$ cat config.mk
export PLATFORM = sky130hd
export DESIGN_NAME = burst_data_gen_flat
export DESIGN_NICKNAME = d
export VERILOG_FILES = /design/src/rtl/burst_data_gen_if.sv /design/src/rtl/burst_data_gen.sv /design/src/flat_wrapper.sv
export SDC_FILE = /design/constraint.sdc
export NUM_CORES = 1
export LEC_CHECK = 0
export BUFFER_PORTS_ARGS = -buffer_cell sky130_fd_sc_hd__buf_2
export CAP_MARGIN = 20
export CORE_UTILIZATION = 50
export DETAILED_ROUTE_END_ITERATION = 10
export GPL_ROUTABILITY_DRIVEN = 1
export HOLD_SLACK_MARGIN = 0.15
export MAX_ROUTING_LAYER = met4
export PLACE_DENSITY = 0.82
export SLEW_MARGIN = 15
export SYNTH_ARGS = -nofsm -noshare
export SYNTH_HDL_FRONTEND = slang
export SYNTH_SLANG_ARGS = --single-unit
$ cat constraint.sdc
create_clock -name clk -period 4 [get_ports clk]
set_input_delay 0 -clock clk [delete_from_list [all_inputs] [get_ports clk]]
set_output_delay 0 -clock clk [all_outputs]
set_load 0.05 [all_outputs]
$ cat src/rtl/burst_data_gen_if.sv
// Trigger/length inputs and data/valid outputs of the burst pattern generator.
interface burst_data_gen_if #(
  parameter int DATA_WIDTH = 8
);
  logic                  data_gen_in;
  logic [7:0]            data_gen_num_in;
  logic [DATA_WIDTH-1:0] data_gen_o;
  logic                  data_gen_valid_o;

  modport master (
    input  data_gen_in,
    input  data_gen_num_in,
    output data_gen_o,
    output data_gen_valid_o
  );

  modport slave (
    output data_gen_in,
    output data_gen_num_in,
    input  data_gen_o,
    input  data_gen_valid_o
  );
endinterface

$ cat src/rtl/burst_data_gen.sv
// Test-pattern source: a rising trigger edge emits N+1 incrementing words, one per cycle.
// Latency 1 cycle from the sampling edge; no backpressure, edges during a burst are dropped.
module burst_data_gen #(
  parameter int                    DATA_WIDTH  = 8,
  parameter logic [DATA_WIDTH-1:0] START_VALUE = '0,
  parameter logic [DATA_WIDTH-1:0] STEP        = 1
) (
  input  logic              clk,
  input  logic              rst_n,
  burst_data_gen_if.master  bus
);

  typedef enum logic {IDLE, RUN} state_t;

  state_t                state, state_n;
  logic                  trig_d;
  logic                  start;
  logic [7:0]            num_q, num_n;
  logic [8:0]            cnt, cnt_n;
  logic [DATA_WIDTH-1:0] acc, acc_n;
  logic [DATA_WIDTH-1:0] data_q, data_n;
  logic                  vld_q, vld_n;

  assign start = bus.data_gen_in & ~trig_d;

  // trig_d resets high so a trigger already asserted at reset release is not an edge
  always_ff @(posedge clk or negedge rst_n) begin
    if (!rst_n) begin
      state  <= IDLE;
      trig_d <= 1'b1;
      num_q  <= '0;
      cnt    <= '0;
      acc    <= '0;
      data_q <= '0;
      vld_q  <= 1'b0;
    end else begin
      state  <= state_n;
      trig_d <= bus.data_gen_in;
      num_q  <= num_n;
      cnt    <= cnt_n;
      acc    <= acc_n;
      data_q <= data_n;
      vld_q  <= vld_n;
    end
  end

  always_comb begin
    state_n = state;
    num_n   = num_q;
    cnt_n   = cnt;
    acc_n   = acc;
    data_n  = '0;
    vld_n   = 1'b0;
    case (state)
      IDLE: begin
        if (start) begin
          state_n = RUN;
          num_n   = bus.data_gen_num_in;
          cnt_n   = '0;
          acc_n   = START_VALUE;
        end
      end
      RUN: begin
        // acc carries START_VALUE + cnt*STEP, wrapping naturally at DATA_WIDTH
        vld_n  = 1'b1;
        data_n = acc;
        acc_n  = acc + STEP;
        cnt_n  = cnt + 9'd1;
        if (cnt == {1'b0, num_q}) begin
          state_n = IDLE;
        end
      end
      default: state_n = IDLE;
    endcase
  end

  assign bus.data_gen_o       = data_q;
  assign bus.data_gen_valid_o = vld_q;

endmodule

$ cat src/flat_wrapper.sv
// flat-port wrapper written by rule: the top's interface ports become plain ports
module burst_data_gen_flat 
#(
  parameter int                    DATA_WIDTH  = 8,
  parameter logic [DATA_WIDTH-1:0] START_VALUE = '0,
  parameter logic [DATA_WIDTH-1:0] STEP        = 1
)
  (clk, rst_n, bus_data_gen_in, bus_data_gen_num_in, bus_data_gen_o, bus_data_gen_valid_o);
  burst_data_gen_if #(.DATA_WIDTH(DATA_WIDTH)) bus_i ();
  input  logic clk;
  input  logic rst_n;
  input wire logic [$bits(bus_i.data_gen_in)-1:0] bus_data_gen_in;
  input wire logic [$bits(bus_i.data_gen_num_in)-1:0] bus_data_gen_num_in;
  output wire logic [$bits(bus_i.data_gen_o)-1:0] bus_data_gen_o;
  output wire logic [$bits(bus_i.data_gen_valid_o)-1:0] bus_data_gen_valid_o;
  assign bus_i.data_gen_in = bus_data_gen_in;
  assign bus_i.data_gen_num_in = bus_data_gen_num_in;
  assign bus_data_gen_o = bus_i.data_gen_o;
  assign bus_data_gen_valid_o = bus_i.data_gen_valid_o;
  burst_data_gen #(.DATA_WIDTH(DATA_WIDTH), .START_VALUE(START_VALUE), .STEP(STEP)) u_core (.clk(clk), .rst_n(rst_n), .bus(bus_i));
endmodule
# == Yosys cells after proc, flatten, opt, wreduce, memory -nomap -nowiden ==
# Index checks and enable logic that the tools add are counted.
# totals
register_bits,36
input_bits,11
# classes
add_sub_neg,2
n_eq_ne,2
mux,9
bitwise_logic,3
reduce_logical,1
# op_table
op,count
case mux 9 bit (2 select lines),1
2-to-1 mux 8 bit,2
case mux 8 bit (2 select lines),1
adder 9 x 1 -> 9 bit (second input constant),1
equality test 9 x 8 -> 1 bit,1
2-to-1 mux 9 bit,1
adder 8 x 1 -> 8 bit (second input constant),1
2-to-1 mux 1 bit,3
inequality test 2 x 1 -> 1 bit (second input constant),1
NOT 1 bit,2
case mux 1 bit (2 select lines),1
AND reduction 2 bit,1
bitwise AND 1 bit,1

# == Longest topological paths before layout ==
# Gate-level depths: netlist of run 1.
# depth
ltp_word,4
depth_mapped,4
depth_no_buf,4

# == Worst setup path after synthesis of run 1 ==
# OpenSTA, ideal clock, no wires.
# synth_timing
path_kind,reg-to-reg
start,register u_core.state
end,register u_core.num_q[0]
setup_time_ns,0.125
arrival_time_ns,1.231
t_required_ns,3.875
path_slack_ns,2.644
stages_incl_launch_ff,4
n_path_buf,1
period_less_slack_ns,1.356
cell_sequence,dfrtp_1 -> or3b_1 -> buf_6 -> mux2_4
# synth_between
elab_chain_cells,2
# synth_lines
item,line_no,rtl
start: declaration,burst_data_gen.sv:15,"state_t state, state_n;"
start signal: assignment,burst_data_gen.sv:37,state <= state_n;
NOT 1 bit (no source line),--,
AND reduction 2 bit (no source line),--,
end signal: assignment,burst_data_gen.sv:39,num_q <= num_n;
end: declaration,burst_data_gen.sv:18,"logic [7:0] num_q, num_n;"
# No other way between the ends.
# A chain may end at the register's enable or synchronous reset.

# == Worst setup path in the final report of run 1 ==
# layout_timing
start,register u_core.state
end,register u_core.num_q[5]
# Same word-level chain as after synthesis.

==> metrics.cfg, run 1 <==
[logic_synthesis]
ys_top_cells_by_area = dfrtp_1, mux2_4, xor2_1, and2_1, nand4_1
synth_area_leader_cell = dfrtp_1
yosysSeqAreaShare = 0.5891
syn_avg_cell_area_sq_um = 12.98
synth_cell_types = 27
syn_area_sq_mm = 0.001531
yosysWarnings = 0
ys_ff_latch = 36
synthCells = 118
yosys.area.top_type_share = 0.5719
synth.net_count = 131

[power_and_ir_drop]
peakVddDrop_uv = 391.4
p_seq_frac = 0.476
p_comb_frac = 0.399
clockPowerShare = 0.125
switchingPower_uw = 609.3
powerDensity_mw_per_mm2 = 826.9
cellLeakagePower_uw = 0.0008496
intPower_uw = 871.2
sw_frac_of_total = 0.4116

[clocking]
root_buffer = clkbuf_4
cts_buffers = 5
postCtsSetupBuffers = 0
cts_tree = built
cts_max_level = 2
clk_latency_ps = 350
clockBufferDepth = 2
clkSlewWorstSetupHoldPaths_ps = 110
cts_sinks = 36

[drt]
via_per_inst = 5.698
drt_wl_total_mm = 2.687
wl_per_cell_um = 14.76
drtAntennaViolNets = 0
vias = 1037
drt_iter0_markers = 36
drt_pre_antenna_iters = 7
drcViolationCount = 7

[grt]
grt_busiest_layer = met2
gr-usage-met2 = 0.3289
grt.met1_usage = 0.2242
met3_usage = 0.04762
grt_max_degree = 37
grt_pass1_wl_mm = 4.636
overflow = 0
grt_pass1_vias = 1045
antenna_found_initial = 0
grt_use_total = 0.2030

[timing]
skew_ps = 13.68
whs_ps = 244.1
fin_setup_tns_ps = 0
setup_viol = 0
slew_violations = 0
clock.fmax_mhz = 505.9
post-route-period-util = 0.4941
setup_ws_ps = 2023
finalHoldViolCount = 0
tightest_slew_ps = 838.5
min_period_ps = 1977
rsz0062_at_grt = no
slew_headroom = 0.4410

[die]
initial_core_util = 0.5414
coreArea_sq_mm = 0.002829
dieArea_sq_mm = 0.003288
design.portCount = 20
die_x_um = 57.35
die_h_um = 57.35
num_rows = 19

[finish]
layout-drive-gt1-share = 0.2384
nets = 163
area_growth_syn_to_layout_pct = 16.91
final_util = 0.6329
diodes = 0
final_common_cell = dfrtp_1
layout_common_cells = dfrtp_1, buf_2, dlygate4sd3_1, and2_1, xor2_1
stdcell_count = 182

[worst_setup_path]
end_kind = flip-flop
crit_path_top_delay_cell = or3b_1
required_ps = 4230
regToRegSetupSlack_ps = 2020
cp_max_fo = 24
rr_startpoint = u_core.state$_DFF_PN0_
r2r_end = u_core.num_q[5]$_DFFE_PN0P_
crit_type = reg -> reg
startpoint_type = flip-flop
endpoint = u_core.num_q[5]$_DFFE_PN0P_
rr_worst_depth = 2
startpoint = u_core.state$_DFF_PN0_
crit_chain = or3b_1, mux2_4
max_stage_delay_ps = 820
worstPathArrival_ps = 2210

[status]
violations = DRC
outcome = finished with violations

[worst_hold_path]
hp-class = in -> async

[run]
drv_cap = 0

[placed_design]
io_buffers = 19
dp_cells = 164
gp_congestion = 0.7954
place_ws_ps = 2030
dp_hpwl_mm = 1.803

cell type report:
class	instances	area, sq um
flip-flops and latches	36	902.1
clock buffers	7	45.04
repair buffers	29	195.2
multi-input cells	77	600.6
inverters	1	3.754
clock inverters	1	5.005
fillers	235	1039
well taps	31	38.79
state kept, by name, summed over array words and instances, names as in the netlist:
signal                       count
u_core.bus.data_gen_valid_o      1
u_core.cnt                       9
u_core.trig_d                    1
u_core.bus.data_gen_o            8
u_core.num_q                     8
u_core.acc                       8
u_core.state                     1
cells in the mapped netlist:
master,count
ha_1,2
o31ai_1,5
mux2_2,2
nor4_1,1
a22o_1,3
o21ai_0,4
or3b_1,1
and3_1,2
and2_1,9
dfstp_2,1
nand4_1,7
nand2_1,6
buf_6,1
nor3_1,1
clkbuf_1,1
a21oi_1,1
nand3_1,6
o211ai_1,5
mux2i_1,2
inv_1,1
xnor2_1,1
xor2_1,9
a31oi_1,1
nor3b_1,1
buf_2,2
dfrtp_1,35
mux2_4,8
cells by family after synthesis:
kind of cell | synth area share
AO/OA/AOI/OAI | 0.08661
XOR/XNOR | 0.05719
adder cells (fa/ha/maj) | 0.01634
buffers and inverters | 0.01879
flip-flops | 0.5891
multiplexers | 0.1062
AND/OR/NAND/NOR | 0.1258
worst min path at each step:
stage	endpoint	slack, ps	cells after the start
6_report	u_core.bus.data_gen_o[4]$_DFF_PN0_	240	2
2_1_floorplan	u_core.acc[0]$_DFFE_PN0P_	-300	0
3_3_place_gp	u_core.bus.data_gen_o[7]$_DFF_PN0_	100	1
4_1_cts	u_core.bus.data_gen_o[4]$_DFF_PN0_	260	2
3_5_place_dp	u_core.bus.data_gen_o[7]$_DFF_PN0_	110	1
5_1_grt	u_core.trig_d$_DFF_PN1_	310	2
worst max-delay path, delay by kind of cell (launching register included):
| family | cells | cell delay [ps] |
|---|---|---|
| DFF | 1 | 610 |
| and+or+nand+nor | 1 | 820 |
| muxes | 1 | 430 |
power groups by stage:
stage / sequential [uW] / clock (uW) / combinational (uW)
after global placement: 699 / 0 / 562
after detailed placement: 712 / 0 / 588
after global routing: 734 / 208 / 641
after CTS: 705 / 190 / 597
final: 705 / 185 / 590
after floorplan: 814 / 0 / 338
per-stage QoR:
step                cell area (sq um)  power [uW]
finish                           1790        1481
global route                     1790        1584
CTS                              1790        1492
detailed placement               1640        1300
global placement                 1640        1261
floorplan                        1531        1152
per-layer routing:
layer,wire [um],share of wire
met5,0,0
met2,1377,0.51
met3,130,0.048
met4,72,0.027
met1,1107,0.41
what timing repair did:
| item | CTS | global route |
|---|---|---|
| endpoints found under the setup margin | 0 | 0 |
| endpoints found under the hold margin | 47 | 0 |
| hold buffers | 10 | 0 |
| gates resized for setup | 0 | 0 |
Note: power is estimated with default switching activity, not from simulation.
==> inputs of run 2 (changes only) <==
--- a/config.mk
+++ b/config.mk
@@ -12,7 +12,7 @@
 export GPL_ROUTABILITY_DRIVEN = 1
 export HOLD_SLACK_MARGIN = 0.15
 export MAX_ROUTING_LAYER = met4
-export PLACE_DENSITY = 0.82
+export PLACE_DENSITY = 0.84
 export SLEW_MARGIN = 15
 export SYNTH_ARGS = -nofsm -noshare
 export SYNTH_HDL_FRONTEND = slang
==> constraint.sdc (replaced) <==
create_clock -name clk -period 1.7 [get_ports clk]
set_input_delay 0 -clock clk [delete_from_list [all_inputs] [get_ports clk]]
set_output_delay 0 -clock clk [all_outputs]
set_load 0.05 [all_outputs]
==> metrics.cfg, run 2 (same netlist as run 1, synthesis figures left out) <==
[drt]
drt_pre_antenna_iters = 7  ; unchanged
via_per_inst = 5.557  ; -2.5%
drcViolationCount = 2  ; -5
drt_iter0_markers = 35  ; -2.8%
vias = 1017  ; -1.9%
drt_wl_total_mm = 2.565  ; -4.5%
wl_per_cell_um = 14.02  ; -5.1%
drtAntennaViolNets = 0  ; unchanged

[worst_setup_path]
required_ps = 1920  ; -2310 ps
r2r_end = u_core.num_q[6]$_DFFE_PN0P_
regToRegSetupSlack_ps = 300  ; -1720 ps
cp_max_fo = 20  ; -17%
rr_worst_depth = 3  ; +1
startpoint = u_core.state$_DFF_PN0_
crit_type = reg -> reg
end_kind = flip-flop
startpoint_type = flip-flop
rr_startpoint = u_core.state$_DFF_PN0_
worstPathArrival_ps = 1620  ; -590 ps

[grt]
antenna_found_initial = 0  ; unchanged
grt_pass1_vias = 959  ; -8.2%
grt_max_degree = 37  ; unchanged
overflow = 0  ; unchanged
grt_use_total = 0.1829  ; -0.02014
grt_pass1_wl_mm = 4.271  ; -7.9%

[timing]
fin_setup_tns_ps = 0  ; unchanged
min_period_ps = 1401  ; -575.3 ps
setup_viol = 0  ; unchanged
setup_ws_ps = 298.7  ; -1725 ps
post-route-period-util = 0.8243  ; +0.3301
slew_violations = 0  ; unchanged
finalHoldViolCount = 0  ; unchanged
skew_ps = 6.786  ; -6.896 ps
clock.fmax_mhz = 713.6  ; +41%
slew_headroom = 0.4985  ; +0.05750
rsz0062_at_grt = no
tightest_slew_ps = 752.2  ; -86.26 ps

[finish]
layout-drive-gt1-share = 0.2566  ; +0.01817
nets = 165  ; +1.2%
layout_common_cells = dfrtp_1, buf_2, dlygate4sd3_1, and2_1, xor2_1
area_growth_syn_to_layout_pct = 18.87
diodes = 0  ; unchanged
final_common_cell = dfrtp_1
largest-register = u_core.cnt
largest_reg_flops = 9  ; unchanged

[clocking]
clockBufferDepth = 2  ; unchanged
clk_latency_ps = 330  ; -20 ps
cts_buffers = 5  ; unchanged
cts_tree = built
root_buffer = clkbuf_4
cts_resized = 0  ; unchanged
cts_max_level = 2  ; unchanged
cts_sinks = 36  ; unchanged
postCtsHoldBufs = 10  ; unchanged
clkSlewWorstSetupHoldPaths_ps = 100  ; about the same
postCtsSetupBuffers = 0  ; unchanged

[status]
violations = DRC
outcome = finished with violations

[placed_design]
io_buffers = 19  ; unchanged
gp_congestion = 0.7894  ; -0.75%
place_ws_ps = 301.3  ; -1729 ps
dp_hpwl_mm = 1.667  ; -7.5%

[run]
drv_cap = 0  ; unchanged

[die]
coreArea_sq_mm = 0.002829  ; unchanged
dieArea_sq_mm = 0.003288  ; unchanged
design.portCount = 20  ; unchanged
num_rows = 19  ; unchanged
die_x_um = 57.35  ; unchanged
die_h_um = 57.35  ; unchanged
initial_core_util = 0.5414  ; unchanged

[power_and_ir_drop]
powerDensity_mw_per_mm2 = 1956  ; +140%
peakVddDrop_uv = 1044  ; +170%
cellLeakagePower_uw = 0.0008661  ; +1.9%

[worst_hold_path]
hp-class = in -> async

## run 2: cell types whose count changed in the layout (fill, tap and decap cells not counted), sizes merged
cell	previous run	this run
buf	19	21
clkinv	1	0
## run 2: layout make-up
cell class	count	area, sq um
Sequential cell	36	902.1
Tap cell	31	38.79
Fill cell	215	1008
Clock buffer	7	65.06
Inverter	1	3.754
Timing Repair Buffer	31	210.2
Multi-Input combinational cell	77	600.6
## run 2: worst max-delay path by stage
stage               depth (start not counted)                     endpoint
floorplan                                   3  u_core.num_q[0]$_DFFE_PN0P_
global placement                            3  u_core.num_q[6]$_DFFE_PN0P_
detailed placement                          3  u_core.num_q[5]$_DFFE_PN0P_
CTS                                         3  u_core.num_q[6]$_DFFE_PN0P_
global route                                3  u_core.num_q[6]$_DFFE_PN0P_
finish                                      3  u_core.num_q[6]$_DFFE_PN0P_
## run 2: where the power goes
part | internal, uW | total (uW) | switching (uW)
Combinational | 637 | 1430 | 790
Sequential | 1260 | 1640 | 378
Clock | 234 | 496 | 261
## run 2: worst max-delay path: stages, from the launching register on
cell and delay (ps):
dfrtp_1 380, or3b_1 360, buf_4 220, mux2_4 320
## run 2: routing by layer
| layer | wire (um) | vias up | GRT usage |
|---|---|---|---|
| met2 | 1214 | 33 | 0.2691 |
| met1 | 1150 | 479 | 0.2153 |
| li1 | - | 495 | - |
| met3 | 124 | 10 | 0.06349 |
| met4 | 76 | 0 | 0.1115 |
| met5 | 0 | - | - |
## run 2: per-stage QoR
| step | util | power (uW) | instance area, sq um | instances | hold WS [ps] |
|---|---|---|---|---|---|
| 2_1_floorplan | - | 2711 | 1531 | 118 | -295.6 |
| 3_3_place_gp | 0.5851 | 2965 | 1655 | 166 | 97.12 |
| 3_5_place_dp | 0.5851 | 3054 | 1655 | 166 | 108.4 |
| 4_1_cts | 0.6435 | 3576 | 1821 | 183 | 271.2 |
| 5_1_grt | 0.6435 | 3789 | 1821 | 183 | 323.2 |
| 6_report | 0.6435 | 3561 | 1821 | 183 | 261.5 |
